===== src/rtl/ro_puf_eval.sv =====
// ro_puf_eval
//   Ring-oscillator PUF evaluator. For each response bit k, two oscillators
//   are selected from the challenge bases. Each oscillator's rising edges are
//   counted over a window of win_len clk cycles, and the response bit records
//   which oscillator was faster.
// Ports
//   clk      : system clock, all state on the rising edge
//   rst_n    : asynchronous reset, active high
//   ro_in    : free-running oscillator outputs, asynchronous to clk
//   start    : evaluation request, sampled only while idle
//   chal_a/b : base oscillator indices for the A and B sides
//   win_len  : measurement window in clk cycles (0 behaves as 1)
//   ro_en    : oscillator enable, high only while measuring
//   busy     : evaluation in progress
//   done     : one-cycle completion pulse
//   response : PUF response word
//   tie      : sticky, some bit saw equal counts
//   sat      : sticky, some counter saturated
module ro_puf_eval #(
  parameter int N_RO      = 32,
  parameter int CNT_W     = 16,
  parameter int WIN_W     = 12,
  parameter int RESP_BITS = 8,
  localparam int SEL_W    = $clog2(N_RO)
) (
  input  logic                 clk,
  input  logic                 rst_n,
  input  logic [N_RO-1:0]      ro_in,
  input  logic                 start,
  input  logic [SEL_W-1:0]     chal_a,
  input  logic [SEL_W-1:0]     chal_b,
  input  logic [WIN_W-1:0]     win_len,
  output logic                 ro_en,
  output logic                 busy,
  output logic                 done,
  output logic [RESP_BITS-1:0] response,
  output logic                 tie,
  output logic                 sat
);

  localparam int KW = (RESP_BITS > 1) ? $clog2(RESP_BITS) : 1;
  localparam logic [KW-1:0]    LAST_BIT = KW'(RESP_BITS - 1);
  localparam logic [CNT_W-1:0] CNT_TOP  = '1;
  localparam logic [CNT_W-1:0] CNT_PRE  = CNT_TOP - 1'b1;

  typedef enum logic [2:0] {
    S_IDLE,
    S_CLEAR,
    S_MEASURE,
    S_SETTLE,
    S_COMPARE,
    S_DONE
  } state_t;

  state_t             r_state;
  logic [SEL_W-1:0]   r_chal_a;
  logic [SEL_W-1:0]   r_chal_b;
  logic [WIN_W-1:0]   r_win;
  logic [WIN_W-1:0]   r_win_cnt;
  logic               r_settle;
  logic [KW-1:0]      r_bit;
  logic               r_sa1, r_sa2, r_sa3;
  logic               r_sb1, r_sb2, r_sb3;
  logic [CNT_W-1:0]   r_cnt_a;
  logic [CNT_W-1:0]   r_cnt_b;

  logic [SEL_W-1:0]   w_sel_a;
  logic [SEL_W-1:0]   w_sel_b_raw;
  logic [SEL_W-1:0]   w_sel_b;
  logic               w_counting;

  // Power-of-two N_RO makes the SEL_W-bit truncation the modulo wrap.
  // A pair that collides on one oscillator is split onto its neighbour.
  always_comb begin
    w_sel_a     = r_chal_a + SEL_W'(r_bit);
    w_sel_b_raw = r_chal_b + SEL_W'(r_bit);
    w_sel_b     = (w_sel_b_raw == w_sel_a) ? (w_sel_a + SEL_W'(1)) : w_sel_b_raw;
    w_counting  = (r_state == S_MEASURE) || (r_state == S_SETTLE);
  end

  always_ff @(posedge clk or posedge rst_n) begin
    if (rst_n) begin
      r_state   <= S_IDLE;
      r_chal_a  <= '0;
      r_chal_b  <= '0;
      r_win     <= '0;
      r_win_cnt <= '0;
      r_settle  <= 1'b0;
      r_bit     <= '0;
      r_sa1     <= 1'b0;
      r_sa2     <= 1'b0;
      r_sa3     <= 1'b0;
      r_sb1     <= 1'b0;
      r_sb2     <= 1'b0;
      r_sb3     <= 1'b0;
      r_cnt_a   <= '0;
      r_cnt_b   <= '0;
      ro_en     <= 1'b0;
      busy      <= 1'b0;
      done      <= 1'b0;
      response  <= '0;
      tie       <= 1'b0;
      sat       <= 1'b0;
    end else begin
      done <= 1'b0;

      // Synchronizers keep shifting through SETTLE so edges still in flight
      // when the window closes are counted.
      if (w_counting) begin
        r_sa1 <= ro_in[w_sel_a];
        r_sa2 <= r_sa1;
        r_sa3 <= r_sa2;
        r_sb1 <= ro_in[w_sel_b];
        r_sb2 <= r_sb1;
        r_sb3 <= r_sb2;
        if (r_sa2 && !r_sa3 && (r_cnt_a != CNT_TOP)) begin
          r_cnt_a <= r_cnt_a + 1'b1;
          if (r_cnt_a == CNT_PRE) sat <= 1'b1;
        end
        if (r_sb2 && !r_sb3 && (r_cnt_b != CNT_TOP)) begin
          r_cnt_b <= r_cnt_b + 1'b1;
          if (r_cnt_b == CNT_PRE) sat <= 1'b1;
        end
      end

      case (r_state)
        S_IDLE: begin
          if (start) begin
            r_chal_a <= chal_a;
            r_chal_b <= chal_b;
            r_win    <= (win_len == '0) ? WIN_W'(1) : win_len;
            response <= '0;
            tie      <= 1'b0;
            sat      <= 1'b0;
            r_bit    <= '0;
            busy     <= 1'b1;
            r_state  <= S_CLEAR;
          end
        end
        S_CLEAR: begin
          r_sa1     <= 1'b0;
          r_sa2     <= 1'b0;
          r_sa3     <= 1'b0;
          r_sb1     <= 1'b0;
          r_sb2     <= 1'b0;
          r_sb3     <= 1'b0;
          r_cnt_a   <= '0;
          r_cnt_b   <= '0;
          r_win_cnt <= r_win;
          ro_en     <= 1'b1;
          r_state   <= S_MEASURE;
        end
        S_MEASURE: begin
          r_win_cnt <= r_win_cnt - 1'b1;
          if (r_win_cnt == WIN_W'(1)) begin
            ro_en    <= 1'b0;
            r_settle <= 1'b0;
            r_state  <= S_SETTLE;
          end
        end
        S_SETTLE: begin
          r_settle <= 1'b1;
          if (r_settle) r_state <= S_COMPARE;
        end
        S_COMPARE: begin
          response[r_bit] <= (r_cnt_a > r_cnt_b);
          if (r_cnt_a == r_cnt_b) tie <= 1'b1;
          if (r_bit == LAST_BIT) begin
            busy    <= 1'b0;
            done    <= 1'b1;
            r_state <= S_DONE;
          end else begin
            r_bit   <= r_bit + 1'b1;
            r_state <= S_CLEAR;
          end
        end
        S_DONE: begin
          r_state <= S_IDLE;
        end
        default: begin
          r_state <= S_IDLE;
        end
      endcase
    end
  end

endmodule


===== config.mk =====
export PLATFORM = sky130hd
export DESIGN_NAME = ro_puf_eval
export DESIGN_NICKNAME = d
export VERILOG_FILES = /design/src/rtl/ro_puf_eval.sv
export SDC_FILE = /design/constraint.sdc
export NUM_CORES = 1
export LEC_CHECK = 0
export ABC_AREA = 1
export ABC_CLOCK_PERIOD_IN_PS = 4400
export BUFFER_PORTS_ARGS = -buffer_cell sky130_fd_sc_hd__buf_2
export CAP_MARGIN = 20
export CORE_UTILIZATION = 50
export CTS_BUF_LIST = sky130_fd_sc_hd__clkbuf_8
export DETAILED_ROUTE_END_ITERATION = 6
export PLACE_DENSITY = 0.73
export SLEW_MARGIN = 10
export SYNTH_ARGS = -nofsm -noshare
export SYNTH_HDL_FRONTEND = slang
export SYNTH_SLANG_ARGS = --single-unit

===== constraint.sdc =====
create_clock -name clk -period 4.4 [get_ports clk]
set_input_delay 0.22 -clock clk [delete_from_list [all_inputs] [get_ports clk]]
set_output_delay 0.22 -clock clk [all_outputs]
set_load 0.005 [all_outputs]

======== Word level (Yosys, flattened, before mapping) ========
Index checks and enable logic that the tools add are counted.
cells by class
  equal/unequal tests ..................... 18
  multipliers ............................. 0
  divide/modulo/power cells ............... 0
  bitwise operators ....................... 0
  $lt $le $gt $ge ......................... 5
  reductions and logical operators ........ 26
  shift-type cells ........................ 0
  add/subtract/negate cells ............... 7
  mux-type cells .......................... 56
operators with widths
  cell                                                         count
  two-way mux 16 bit                                           6
  adder 16 x 1 -> 16 bit (second input constant)               2
  equality test 16 bit (second input constant)                 2
  inequality test 16 bit (second input constant)               2
  two-way mux 1 bit                                            29
  case mux 12 bit (2 select lines)                             1
  two-way mux 3 bit                                            6
  equality test 16 bit                                         1
  > comparator 16 bit                                          1
  case mux 8 bit (2 select lines)                              1
  case mux 3 bit (5 select lines)                              1
  equality test 12 x 1 -> 1 bit (second input constant)        1
  logical NOT 12 bit                                           1
  less-than comparator 5 x 6 -> 1 bit (second input constant)  2
  two-way mux 12 bit                                           1
  AND reduction 2 bit                                          6
  AND reduction 3 bit                                          4
  nonzero test 2 bit                                           6
  subtractor 12 x 1 -> 12 bit (second input constant)          1
  adder 5 x 3 -> 5 bit                                         2
  binary-select mux 1 bit (select 5 bit)                       2
  inequality test 2 bit (second input constant)                5
  bitwise mux 8 bit                                            1
  two-way mux 8 bit                                            1
  other kinds (17)                                             27
word-level totals
  bits in writable memories ............... 0
  word-level logic and storage cells ...... 133
  bits in latches ......................... 0
  memories ................................ 0
  output and inout port bits .............. 13
  bits in read-only memories .............. 0
  input bits .............................. 57
  flip-flop bits (word level) ............. 92

======== Longest topological paths before layout ========
Gate-level depths: netlist of run 1.
  word-level depth ........................ 9
  gate-level depth with buffers ........... 22
  depth with buffers taken out ............ 21

======== Least setup slack after synthesis of run 1 ========
No wires, ideal clock.
  path type ............................... flip-flop to flip-flop
  start ................................... register r_bit[0]
  end ..................................... register r_sb1
  setup time .............................. 120 ps
  path slack .............................. 1,598 ps
  data arrival time ....................... 2,681 ps
  data required time ...................... 4,280 ps
  stages on the path, launching flop included .. 22
  clock period less this slack ............ 2,802 ps
  cell sequence ........................... dfrtp_1 ha_1 inv_1 fa_1 inv_2 nand2_1 nand2_1 nor2_1 nand2_2 nor2_2 nand3_4 o21ai_4 nand2_4 buf_6 nand2_1 nand3_1 nand3_1 nand3_1 nand2_1 nand2_1 nand3_1 nand2_1
on the way
  word-level cells in the longest chain between the ends .. 7
  elaborated cells between the ends (all ways) .. 9
RTL lines
  item                                                                line    RTL
  start, declared                                                     61      logic [KW-1:0] r_bit;
  start signal, assigned                                              173     r_bit <= r_bit + 1'b1;
  adder 5 x 3 -> 5 bit (on tied branches)                             75, 76
  adder 5 x 1 -> 5 bit / equality test 5 bit (equally long branches)  77      w_sel_b = (w_sel_b_raw == w_sel_a) ? (w_sel_a + SEL_W'(1)) : w_sel_b_raw;
  two-way mux 5 bit *                                                 77
  binary-select mux 1 bit (select 5 bit) *                            113     r_sb1 <= ro_in[w_sel_b];
  two-way mux 1 bit (implied by the code) *                           113
  two-way mux 1 bit *                                                 109     if (w_counting) begin
  two-way mux 1 bit *                                                 126     case (r_state)
  end signal, assigned                                                113
  end, declared                                                       63      logic r_sb1, r_sb2, r_sb3;
Mark *: on every way between the ends. The rest lies on a longest branch, timed or not. The select of a mux whose other input is x is not followed.
A chain may end at the register's enable or synchronous reset.

======== Worst setup path after layout of run 1 ========
  start ................................... register r_bit[1]
  end ..................................... register r_sb1
Same word-level chain as after synthesis.

==> metrics list, run 1 <==
* Proportion of layout cells with a drive suffix above 1: 0.127
- Max VDD drop: 0.213 mV
- Of the total synthesized cell area, the portion taken by XOR and XNOR cells is 0.0116.
* Max-slew headroom at the worst pin: 0.472
* Fraction of synthesis flops using an asynchronous set or reset pin: 1.00
* Detailed Routing Iterations Pass 1: 5
- The initial utilization of the core area, before any placement, comes to 0.516.
- 70 I/O pins were placed.
* Number of hold-repair buffers added at the cts stage: 0
* Complex-gate fraction of the synthesized area: 0.150
* Total Neg Setup Slack: 0 ps
- Placed Cells incl. Taps: 1007
* Crit path time final: 3460 ps
- Wire length of the first global-routing pass: 23.8 mm
* Number of max-cap violations: 0
- Setup violations remaining at the end of the flow were counted as 0.
- Global-route track usage on met1: 0.327
- Post-route antenna net violation count: 0
- The analysis attributes to cell leakage a power of 0.00336 uW.
- STA classifies the critical path endpoint as a flop.
- Tot GR Track Use: 0.240
- # port buffers: 69
* Syn. warnings: 0
- Met2 track demand over resource: 0.372
* Antenna diode count: 0
* Highest fanout seen on the critical path: 17
- Gates resized during post-CTS repair numbered 0.
- The number of endpoints with negative hold slack in the final report is 15.
- Library cell used as clock root buffer: sky130_fd_sc_hd__clkbuf_8
* Number of cells produced by synthesis: 808
- Number of buffers on the longest clock path: 2
- The final reports fail on hold timing.
* RSZ-0062 raised after global routing: false
- Post-CTS Setup Inserts: 0
- After global routing the overflow that remains totals 0.
* Number of vias in the routed layout: 5525
- RePlAce Congestion: 0.859
- Busiest layer in global routing: met2
- After detailed routing, the number of vias per cell comes to 5.40.
- For this run, global-route usage on met3 was measured as 0.0547.
* Critical path startpoint category: flop
- CTS H-tree depth: 3
- Transition time of the tightest slew-check pin: 792 ps
* Y dimension of the die: 111 um
* Via count of the first global-routing pass: 5132
- Dividing the final minimum period by the clock period gives 0.786.
- Before CTS, the worst setup slack after placement is 969 ps.
- After synthesis the netlist holds a flip-flop and latch count of 92.
* Core region area: 11500 sq um
* Post-DP HPWL: 10.3 mm
* Clock latency on the worst-skew pair: 380 ps
- Minimum hold slack: -8.44 ps
* Proportion of synthesized chip area in sequential cells: 0.389
- Total detailed-routing wirelength: 13.8 mm
* Predominant post-synthesis flop cell: sky130_fd_sc_hd__dfrtp_1
- Counting distinct cell types in the post-synthesis netlist gives 45.
- Of the total synthesized cell area, the portion taken by full adders, half adders and majority gates is 0.0723.
* Violation count after the first detailed-route iteration: 356
- Of the total synthesized cell area, the portion taken by AND, OR, NAND and NOR gates is 0.300.
- Dividing the synthesized area by the synthesized cell count gives 7.33 sq um.
* Max-slew violation total from the final report: 0
* Clock tree from TritonCTS: done
- At the worst endpoint, the arrival time is 3710 ps.
* Residual DRC count: 0
- Measured against the total synthesized area, the mux share comes to 0.00169.
- After layout, the worst setup slack is 943 ps.
- Compared with the post-synthesis result, the final layout area differs by 11.8%.
- The floorplan step defined a die boundary enclosing 12300 sq um.
- Number of clock sinks: 92
- Clock-pin slew was measured on the worst setup and hold paths at 100 ps.
* Final non-filler cell total: 1023
- Data required time of the worst path: 4660 ps
* Synth Net Count: 898
- EDFF count, synth: 0
* Maximum number of pins on one net before global-route repair: 64
* Post-layout net count: 965
* Final Core Density: 0.577
- Initial antenna violation count: 1
- In the final routed layout, each cell accounts on average for 13.5 um.
- Max Freq: 0.289 GHz
* Largest family of logic cells by synthesized area: simple AND/OR/NAND/NOR gates
* Run status: finished with violations
* Worst min-delay path class: in2async
* Number of rows created at floorplan: 39
- The worst setup path is of the reg2reg kind.
* Number of buffers inserted during clock tree synthesis: 9
* Total power density per cell area: 283 nW/um^2
* Floorplan die width: 111 um
- In this run the cell area of the synthesized design comes to 5920 sq um.
* Worst clock skew: 16.9 ps
==> state kept, by name (all words and copies together) (netlist names), 3 cells and up <==
register	flops
r_cnt_a	16
r_chal_a	5
response	8
r_win	12
r_bit	3
r_cnt_b	16
r_win_cnt	12
r_state	3
r_chal_b	5
==> path summary, 6_finish.rpt <==
path / startpoint / to / slack [ps] / cells after the start
setup reg to reg: r_bit[1] / r_sb1 / 940 / 19
hold / removal: rst_n / r_cnt_b[2] / -8 / 2
hold reg to reg: r_win[9] / r_win[9] / 490 / 2
max in group asynchronous: rst_n / r_win[9] / 3530 / 3
setup / recovery: r_bit[1] / r_sb1 / 940 / 19
min in group clk: chal_a[2] / r_chal_a[2] / 40 / 3
==> cells by family (layout without fill, tap and decap cells) <==
logic type               count (synthesis)  in the layout
AO/OA/AOI/OAI                          154            154
AND/OR/NAND/NOR                        408            408
buffers and inverters                  113            185
multiplexers                             1              1
adder cells (fa/ha/maj)                 33             33
flip-flops                              92             92
XOR/XNOR                                 7              7
==> final cells by class <==
class | instances | area, sq um
Inverter | 97 | 367
Sequential cell | 92 | 2300
Clock buffer | 10 | 138
Clock inverter | 6 | 87.6
Tap cell | 143 | 179
Fill cell | 1073 | 4850
Multi-Input combinational cell | 603 | 3180
Timing Repair Buffer | 72 | 368
==> critical path, cell delays in order (launching register included) <==
cell and delay [ps]:
sky130_fd_sc_hd__dfrtp_1 480, sky130_fd_sc_hd__inv_1 150, sky130_fd_sc_hd__fa_1 750, sky130_fd_sc_hd__inv_2 190
sky130_fd_sc_hd__nand2_1 90, sky130_fd_sc_hd__nand2_1 50, sky130_fd_sc_hd__nor2_1 170, sky130_fd_sc_hd__nand2_2 70
sky130_fd_sc_hd__nor2_2 120, sky130_fd_sc_hd__nand3_4 130, sky130_fd_sc_hd__o21ai_4 390, sky130_fd_sc_hd__nand2_4 170
sky130_fd_sc_hd__nand2_1 100, sky130_fd_sc_hd__nand3_1 60, sky130_fd_sc_hd__nand3_1 80, sky130_fd_sc_hd__nand3_1 70
sky130_fd_sc_hd__nand2_1 90, sky130_fd_sc_hd__nand2_1 50, sky130_fd_sc_hd__nand3_1 80, sky130_fd_sc_hd__nand2_1 50
==> where the power goes <==
group          switching [uW]  internal, uW  total (uW)
combinational             187           113         301
clock                     312           336         648
sequential               42.9           883         926
total                     542          1330        1870
==> per-layer routing <==
| layer | part of all wire | wire, um |
|---|---|---|
| met5 | 0.00080 | 11 |
| met4 | 0.019 | 262 |
| met3 | 0.049 | 681 |
| met2 | 0.44 | 6120 |
| met1 | 0.49 | 6740 |
==> cell usage in the layout, fill, tap and decap left out, types with 2 or more instances in the layout <==
cell type,instances
sky130_fd_sc_hd__nand2_2,5
sky130_fd_sc_hd__nand4_1,9
sky130_fd_sc_hd__clkbuf_8,10
sky130_fd_sc_hd__o31ai_1,2
sky130_fd_sc_hd__nor2_1,66
sky130_fd_sc_hd__nand2_1,208
sky130_fd_sc_hd__fa_1,2
sky130_fd_sc_hd__o211ai_1,8
sky130_fd_sc_hd__o21ai_1,2
sky130_fd_sc_hd__bufinv_16,2
sky130_fd_sc_hd__o21a_1,4
sky130_fd_sc_hd__nor4_1,6
sky130_fd_sc_hd__nor3_1,10
sky130_fd_sc_hd__buf_2,69
sky130_fd_sc_hd__a31oi_1,4
sky130_fd_sc_hd__nand3_1,93
sky130_fd_sc_hd__o311ai_0,2
sky130_fd_sc_hd__o21ai_2,4
sky130_fd_sc_hd__inv_1,92
sky130_fd_sc_hd__nand2_4,2
sky130_fd_sc_hd__nor2_2,2
sky130_fd_sc_hd__inv_2,4
sky130_fd_sc_hd__xor2_1,5
sky130_fd_sc_hd__ha_1,31
sky130_fd_sc_hd__dfrtp_1,92
sky130_fd_sc_hd__or2_2,2
sky130_fd_sc_hd__buf_4,3
sky130_fd_sc_hd__a21oi_1,43
sky130_fd_sc_hd__o221ai_1,2
sky130_fd_sc_hd__o21ai_0,65
sky130_fd_sc_hd__o22ai_1,11
==> cells in the mapped netlist, drive strengths merged (4+ instances only) <==
cell type | instances | area [sq um]
buf | 4 | 37.5
nor4 | 6 | 37.5
dfrtp | 92 | 2300
nand2 | 215 | 835
a31oi | 4 | 25.0
o22ai | 11 | 68.8
nor2 | 69 | 280
nor3 | 11 | 55.1
inv | 96 | 360
xor2 | 5 | 43.8
o21a | 4 | 30.0
nand4 | 9 | 56.3
nand3 | 94 | 483
a21oi | 43 | 215
o21ai | 72 | 387
o211ai | 8 | 60.1
clkbuf | 12 | 45.0
ha | 31 | 388
==> metrics by stage <==
| step | hold slack (ps) | instance area (sq um) | power (uW) |
|---|---|---|---|
| after floorplan | 330 | 5920 | 1130 |
| after global placement | 417 | 6390 | 1230 |
| after detailed placement | 420 | 6390 | 1240 |
| after CTS | 14.2 | 6620 | 1890 |
| after global routing | 33.4 | 6620 | 1980 |
| final | -8.44 | 6620 | 1870 |
Power figures use the tool's default switching activity.
==> run 2, diff against run 1 <==
Settings changed: ABC_CLOCK_PERIOD_IN_PS 4400 to 3480.
Clock period 4.4 ns to 3.48 ns, I/O delays scaled along.
==> metrics list, run 2 (same netlist as run 1, synthesis figures left out) <==
- Max-slew headroom at the worst pin: 0.378 (was 0.472)
- The detailed placer's ending HPWL was 10.6 mm (was 10.3 mm).
- The full die area was 12300 sq um (unchanged).
* Worst clock skew: 15.3 ps (was 16.9 ps)
- The number of nets with antenna violations after detailed routing came to 0 (unchanged).
* Leakage Power: 0.00342 uW (was 0.00336 uW)
* Count of instances resized after the clock tree is built: 0 (unchanged)
* Tot GR Track Use: 0.243 (was 0.240)
- Number of vias in the routed layout: 5569 (was 5525)
* Total detailed-routing wirelength: 14.0 mm (was 13.8 mm)
- Final non-filler cell total: 1036 (was 1023)
- Number of fill cells in the layout: 1087 (was 1073)
- The number of cells in the design after placement is 1012 (was 1007).
* Crit path time final: 3130 ps (was 3460 ps)
- Metal1 wirelength: 6.84 mm (was 6.74 mm)
- The overflow left after global routing came to 0 (unchanged).
* Slack of the worst reg-to-reg path: 350 ps (was 940 ps)
* Comb pwr share: 0.163 (was 0.160)
* Max layer used: met4 (was met5)
* Proportion of layout cells with a drive suffix above 1: 0.137 (was 0.127)
- Residual DRC count: 0 (unchanged)
- The count of inserted antenna diode cells was 0 (unchanged).
- The critical path data arrival time was 3420 ps (was 3710 ps).
- Total setup violations reported at the end of the flow: 0 (unchanged)
- Wire length of the first global-routing pass: 24.8 mm (was 23.8 mm)
- Registers with the most flip-flops: r_cnt_a (16), r_cnt_b (16) (unchanged)
- Initial antenna violation count: 0 (was 1)
* Core region area: 11500 sq um (unchanged)
* Number of buffers inserted during clock tree synthesis: 9 (unchanged)
- Y dimension of the die: 111 um (unchanged)
- Max VDD drop: 0.256 mV (was 0.213 mV)
* RePlAce Congestion: 0.855 (was 0.859)
* Maximum number of pins on one net before global-route repair: 57 (was 64)
* Highest fanout seen on the critical path: 17 (unchanged)
- Run status: completed (was finished with violations)
* Max-slew violation total from the final report: 0 (unchanged)
* Total area of multi-input combinational cells: 3180 sq um (unchanged)
- The worst setup path category is reg2reg (unchanged).
- Violation count after the first detailed-route iteration: 256 (was 356)
* Via count of the first global-routing pass: 5333 (was 5132)
* Max Freq: 0.320 GHz (was 0.289 GHz)
- The net count reported at finish came to 978 (was 965).
* Wire length on met3: 592 um (was 681 um)
* Final Hold Violating Endpoints: 0 (was 15)
- The cell-internal power is 1670 uW (was 1330 uW).
- The endpoint required time on the critical path is 3770 ps (was 4660 ps).
* Count of pins on the block boundary: 70 (unchanged)
- The clock tree buffer depth came to 2 (unchanged).
* Detailed Routing Iterations Pass 1: 5 (unchanged)
- The worst hold slack came to 11.2 ps (was -8.44 ps).
- The clock insertion delay at the later pin of the skew report came to 370 ps (was 380 ps).
- The mean routed wirelength per cell was 13.5 um (about the same).
- The die extent in x was 111 um (unchanged).
- Most common cell after layout, fill and taps aside: sky130_fd_sc_hd__nand2_1 (unchanged)
- The startpoint type of the worst setup path was a flop (unchanged).
- # port buffers: 69 (unchanged)
* Average vias per placed instance: 5.38 (was 5.40)
- Total Neg Setup Slack: 0 ps (unchanged)
* Seq. cell area: 2300 sq um (unchanged)
* RSZ-0062 raised after global routing: false (unchanged)
* Synthesis-to-finish area growth: 13.4% (was 11.8%)
* Relative contribution of the clock network to total power: 0.338 (was 0.346)
* Number of clock sinks: 92 (unchanged)
- Number of max-cap violations: 0 (unchanged)
* Initial core utilization: 0.516 (unchanged)
* Portion of total power attributed to sequential cells: 0.500 (was 0.494)
- Clock slew at the register clock pins of the worst setup and hold paths: 90 ps (was 100 ps)
- Library cell used as clock root buffer: sky130_fd_sc_hd__clkbuf_8 (unchanged)
- The H-tree depth came to 3 (unchanged).
* Worst min-delay path class: in2reg (was in2async)
- The number of cell rows came to 39 (unchanged).
- Net switching power: 673 uW (was 542 uW)
- Most used cells in the layout excluding fill and tap cells: sky130_fd_sc_hd__nand2_1 (208), sky130_fd_sc_hd__nand3_1 (93), sky130_fd_sc_hd__inv_1 (92), sky130_fd_sc_hd__dfrtp_1 (92), sky130_fd_sc_hd__buf_2 (69) (unchanged)
- The switching part of the total came to 0.287 (was 0.289).
* Fraction of the cycle the final worst path needs: 0.898 (was 0.786)
* Clock tree from TritonCTS: done (unchanged)
- Routed length on met2: 6.35 mm (was 6.12 mm)
- Design Power: 2340 uW (was 1870 uW)
- The measured slew at the worst slew-check pin was 930 ps (was 792 ps).
- Total power density per cell area: 349 nW/um^2 (was 283 nW/um^2)
* Worst setup EP type: flop (unchanged)
run 2: layout make-up:
class                      count  share of cell area
timing repair buffer          85              0.0705
multi-input combinational    603               0.473
clock inverter                 7              0.0136
tap                          143              0.0267
clock buffer                   9              0.0185
sequential                    92               0.343
inverter                      97              0.0546
run 2: path summary, 6_finish.rpt:
path	start	to	cells after the start
worst max-delay path	r_bit[0]	r_sb1	21
worst min-delay path	win_len[5]	r_win[5]	3
worst max register to register	r_bit[0]	r_sb1	21
worst min register to register	busy	busy	2
max in group asynchronous	rst_n	r_cnt_a[7]	4
min in group asynchronous	rst_n	r_cnt_b[2]	3
run 2: stage by stage:
step                      cell area, sq um  setup WS, ps  utilization
final                                 6710           353        0.585
after global routing                  6710          30.0        0.585
after CTS                             6680           224        0.582
after floorplan                       5920           678            -
after global placement                6430           318        0.561
after detailed placement              6430           238        0.561
run 2: repair_timing:
| item | in CTS | in global routing |
|---|---|---|
| buffers inserted | 0 | 5 |
| hold endpoints to repair | 56 | 0 |
| setup endpoints to repair | 0 | 1 |
| hold buffers | 3 | 0 |
run 2: per-layer routing:
layer / up-vias / global-route usage
li1: 2872 / -
met1: 2560 / 0.341
met2: 120 / 0.389
met3: 17 / 0.0372
met4: 0 / 0.0729
met5: - / 0
run 2: worst max-delay path, cell delays in order (launching register included):
cell	delay (ps)
sky130_fd_sc_hd__dfrtp_1	430
sky130_fd_sc_hd__ha_1	190
sky130_fd_sc_hd__inv_1	50
sky130_fd_sc_hd__fa_1	680
sky130_fd_sc_hd__inv_2	60
sky130_fd_sc_hd__nand2_1	60
sky130_fd_sc_hd__nand2_1	50
sky130_fd_sc_hd__nor2_1	150
sky130_fd_sc_hd__nand2_2	70
sky130_fd_sc_hd__nor2_2	120
sky130_fd_sc_hd__nand3_4	130
sky130_fd_sc_hd__nor2_8	180
sky130_fd_sc_hd__nand2_4	160
sky130_fd_sc_hd__nand2_4	180
sky130_fd_sc_hd__nand2_1	70
sky130_fd_sc_hd__nand3_1	60
sky130_fd_sc_hd__nand3_1	60
sky130_fd_sc_hd__nand3_1	90
sky130_fd_sc_hd__nand2_1	60
sky130_fd_sc_hd__nand2_1	50
sky130_fd_sc_hd__nand3_1	70
sky130_fd_sc_hd__nand2_1	80
run 2: power groups by stage:
stage	registers, uW	clock network, uW	logic (uW)
finish	1170	790	381
global route	1180	849	453
CTS	1170	809	389
detailed placement	1190	0	382
global placement	1190	0	375
floorplan	1170	0	259
==> run 3, diff against run 2 <==
Settings changed: CORE_UTILIZATION 50 to 35, PLACE_DENSITY 0.73 to 0.55.
==> metrics list, run 3 (same netlist as run 1, synthesis figures left out) <==
- Total Neg Setup Slack: 0 ps (unchanged)
* Per-cell routed wire length: 13.4 um (was 13.5 um)
- The launch instance of the worst register-to-register path was r_bit[0] (unchanged).
- End point of the critical path: r_sb1 (unchanged)
* Max Freq: 0.318 GHz (was 0.320 GHz)
* Run status: completed (unchanged)
- The leakage power figure came to 0.00350 uW (was 0.00342 uW).
- Number of vias in the routed layout: 5559 (was 5569)
* Kind of cell adding the most delay to the critical path: simple AND/OR/NAND/NOR gates (unchanged)
- Internal Dissipation: 1760 uW (was 1670 uW)
* Worst-path cell chain: ha_1 > inv_1 > fa_1 > inv_2 > nand2_1 > nand2_1 > nor2_1 > nand2_2 > nor2_2 > nand3_4 > nor2_8 > nand2_4 > nand2_4 > nand2_1 > nand3_1 > nand3_1 > nand3_1 > nand2_1 > nand2_1 > nand3_1 > nand2_1 (unchanged)
- The die extent in x came to 132 um (was 111 um).
* Residual overflow from global routing: 0 (unchanged)
- Data required time of the worst path: 3800 ps (was 3770 ps)
- The switching part of the total came to 0.284 (was 0.287).
* Library cell used as clock root buffer: sky130_fd_sc_hd__clkbuf_8 (unchanged)
- Max-slew violation total from the final report: 0 (unchanged)
- The critical path's most frequent cell was sky130_fd_sc_hd__nand2_1 (unchanged).
* Tot GR Track Use: 0.182 (was 0.243)
- The final critical-path required period was 3140 ps (was 3130 ps).
- The number of port buffers was 69 (unchanged).
* Wire length of the first global-routing pass: 25.6 mm (was 24.8 mm)
* Most common cell after layout, fill and taps aside: sky130_fd_sc_hd__nand2_1 (unchanged)
- The share of power burned in registers was 0.475 (was 0.500).
* Clock tree from TritonCTS: done (unchanged)
* Worst path max stage delay: 690 ps (was 680 ps)
* Maximum number of pins on one net before global-route repair: 68 (was 57)
* Core region area: 16500 sq um (was 11500 sq um)
- The boundary pin count is 70 (unchanged).
- The number of buffers and inverters on the critical path was 2 (unchanged).
* Number of fill cells in the layout: 1681 (was 1087)
* Antenna diode count: 0 (unchanged)
* Number of rows created at floorplan: 47 (was 39)
- The number of non-filler instances in the completed layout is 1131 (was 1036).
* Length in cells of the worst reg-to-reg path: 21 (unchanged)
- Max-slew headroom at the worst pin: 0.439 (was 0.378)
- The met3 usage was 0.0488 (was 0.0372).
- Post-DP HPWL: 11.3 mm (was 10.6 mm)
- Via count of the first global-routing pass: 5323 (was 5333)
* Count of instances resized after the clock tree is built: 0 (unchanged)
* Synthesis-to-finish area growth: 18.5% (was 13.4%)
* Final Core Density: 0.425 (was 0.585)
* Total detailed-routing wirelength: 15.1 mm (was 14.0 mm)
* Global-route track usage on met1: 0.247 (was 0.341)
* Placed Cells incl. Taps: 1090 (was 1012)
- Number of max-cap violations: 0 (unchanged)
- The number of endpoints with negative hold slack in the final report is 0 (unchanged).
- Residual DRC count: 0 (unchanged)
* Critical path type: reg2reg (unchanged)
- The kind of end point of the critical path is a flop (unchanged).
- Detailed Routing Iterations Pass 1: 5 (unchanged)
- The net count reported at finish was 996 (was 978).
- The number of violations reported at the end of detailed-routing iteration 0 came to 294 (was 256).
* Total power density per cell area: 350 nW/um^2 (was 349 nW/um^2)
* RePlAce Congestion: 0.819 (was 0.855)
- RSZ-0062 raised after global routing: false (unchanged)
* Worst reg2reg path endpoint: r_sb1 (unchanged)
- The H-tree depth was 3 (unchanged).
- The number of clock buffers inserted by TritonCTS is 9 (unchanged).
- The slowest stage cell on the critical path is sky130_fd_sc_hd__fa_1 (unchanged).
- The number of nets with antenna violations after detailed routing was 0 (unchanged).
* Number of clock sinks: 92 (unchanged)
- Worst min-delay path class: in2reg (unchanged)
* Proportion of layout cells with a drive suffix above 1: 0.134 (was 0.137)
* Highest fanout seen on the critical path: 17 (unchanged)
- The initial standard-cell utilization of the core was 0.358 (was 0.516).
- Busiest layer in global routing: met2 (unchanged)
* Total setup violations reported at the end of the flow: 0 (unchanged)
* Critical path startpoint category: flop (unchanged)
- Slack of the worst reg-to-reg path: 340 ps (was 350 ps)
* Crit path from: r_bit[0] (unchanged)
- The share of total power in combinational logic was 0.163 (about the same).
- Clock slew at the register clock pins of the worst setup and hold paths: 100 ps (was 90 ps)
* Crit. path cell count: 21 (unchanged)
* Average vias per placed instance: 4.92 (was 5.38)
- Most used cells in the layout excluding fill and tap cells: sky130_fd_sc_hd__nand2_1 (208), sky130_fd_sc_hd__nand3_1 (93), sky130_fd_sc_hd__inv_1 (92), sky130_fd_sc_hd__dfrtp_1 (92), sky130_fd_sc_hd__buf_2 (69) (unchanged).
- Registers with the most flip-flops: r_cnt_a (16), r_cnt_b (16) (unchanged).
- Net switching power: 697 uW (was 673 uW)
- The largest vdd supply drop was 0.230 mV (was 0.256 mV).
- Number of buffers on the longest clock path: 2 (unchanged)
- The full die area was 17400 sq um (was 12300 sq um).
- The global routing met2 resource utilization is 0.290 (was 0.389).
- The critical path data arrival time is 3470 ps (was 3420 ps).
- Y dimension of the die: 132 um (was 111 um)
* Worst clock skew: 14.2 ps (was 15.3 ps)
* Relative contribution of the clock network to total power: 0.362 (was 0.338)
- The clock insertion delay at the later pin of the skew report was 390 ps (was 370 ps).
- The part of the cycle the worst path needs is 0.903 (was 0.898).
- Initial antenna violation count: 0 (unchanged)
- Transition time of the tightest slew-check pin: 842 ps (was 930 ps)
[run 3: changes by cell type in the layout (fill, tap and decap cells not counted)]
cell,previous run,this run
sky130_fd_sc_hd__bufinv_16,2,3
sky130_fd_sc_hd__clkinv_2,2,0
sky130_fd_sc_hd__clkinv_4,1,0
sky130_fd_sc_hd__dlygate4sd3_1,3,21
sky130_fd_sc_hd__inv_6,1,3
[run 3: timing repair]
item | 4_1_cts | 5_1_grt
buffers inserted | 0 | 4
endpoints found under the hold margin | 84 | 1
hold buffers | 20 | 1
endpoints found under the setup margin | 0 | 1
[run 3: worst register-to-register path, delay by kind of cell (launching register included)]
kind | cells | cell delay, ps
and+or+nand+nor | 17 | 1670
adders and majority gates | 2 | 880
DFF | 1 | 440
buffers and inverters | 2 | 110
[run 3: final cells by class]
cell class,instances,area [sq um],area share
Multi-Input combinational cell,603,3180,0.453
Inverter,97,367,0.0522
Clock inverter,7,120,0.0171
Tap cell,220,275,0.0392
Sequential cell,92,2300,0.328
Clock buffer,9,124,0.0177
Timing Repair Buffer,103,653,0.0931
[run 3: power by group through the flow]
stage                     clock network, uW  logic [uW]  registers [uW]
final                                   889         400            1170
after global routing                    961         465            1180
after CTS                               914         405            1170
after detailed placement                  0         389            1190
after global placement                    0         383            1190
after floorplan                           0         259            1170
[run 3: worst min-delay path by stage]
stage              start           to  slack [ps]  depth (start not counted)
3_5_place_dp   chal_a[2]  r_chal_a[2]         370                          3
3_3_place_gp   chal_a[2]  r_chal_a[2]         370                          3
6_report       chal_a[3]  r_chal_a[3]          40                          3
4_1_cts        chal_a[1]  r_chal_a[1]           2                          3
2_1_floorplan  chal_a[0]  r_chal_a[0]         280                          2
5_1_grt        chal_a[3]  r_chal_a[3]          20                          3
[run 3: metal layers]
| layer | vias to the layer above | share of wire |
|---|---|---|
| met5 | - | 0 |
| li1 | 2904 | - |
| met3 | 15 | 0.044 |
| met1 | 2536 | 0.49 |
| met4 | 0 | 0.0095 |
| met2 | 104 | 0.46 |
[run 3: through the flow]
stage	total power [uW]	cell area [sq um]	worst slack, ps	hold slack (ps)
after floorplan	1430	5920	678	284
after global placement	1570	6530	332	371
after detailed placement	1570	6530	262	370
after CTS	2480	6980	236	1.78
after global routing	2600	7020	8.59	22.3
final	2460	7020	338	38.3
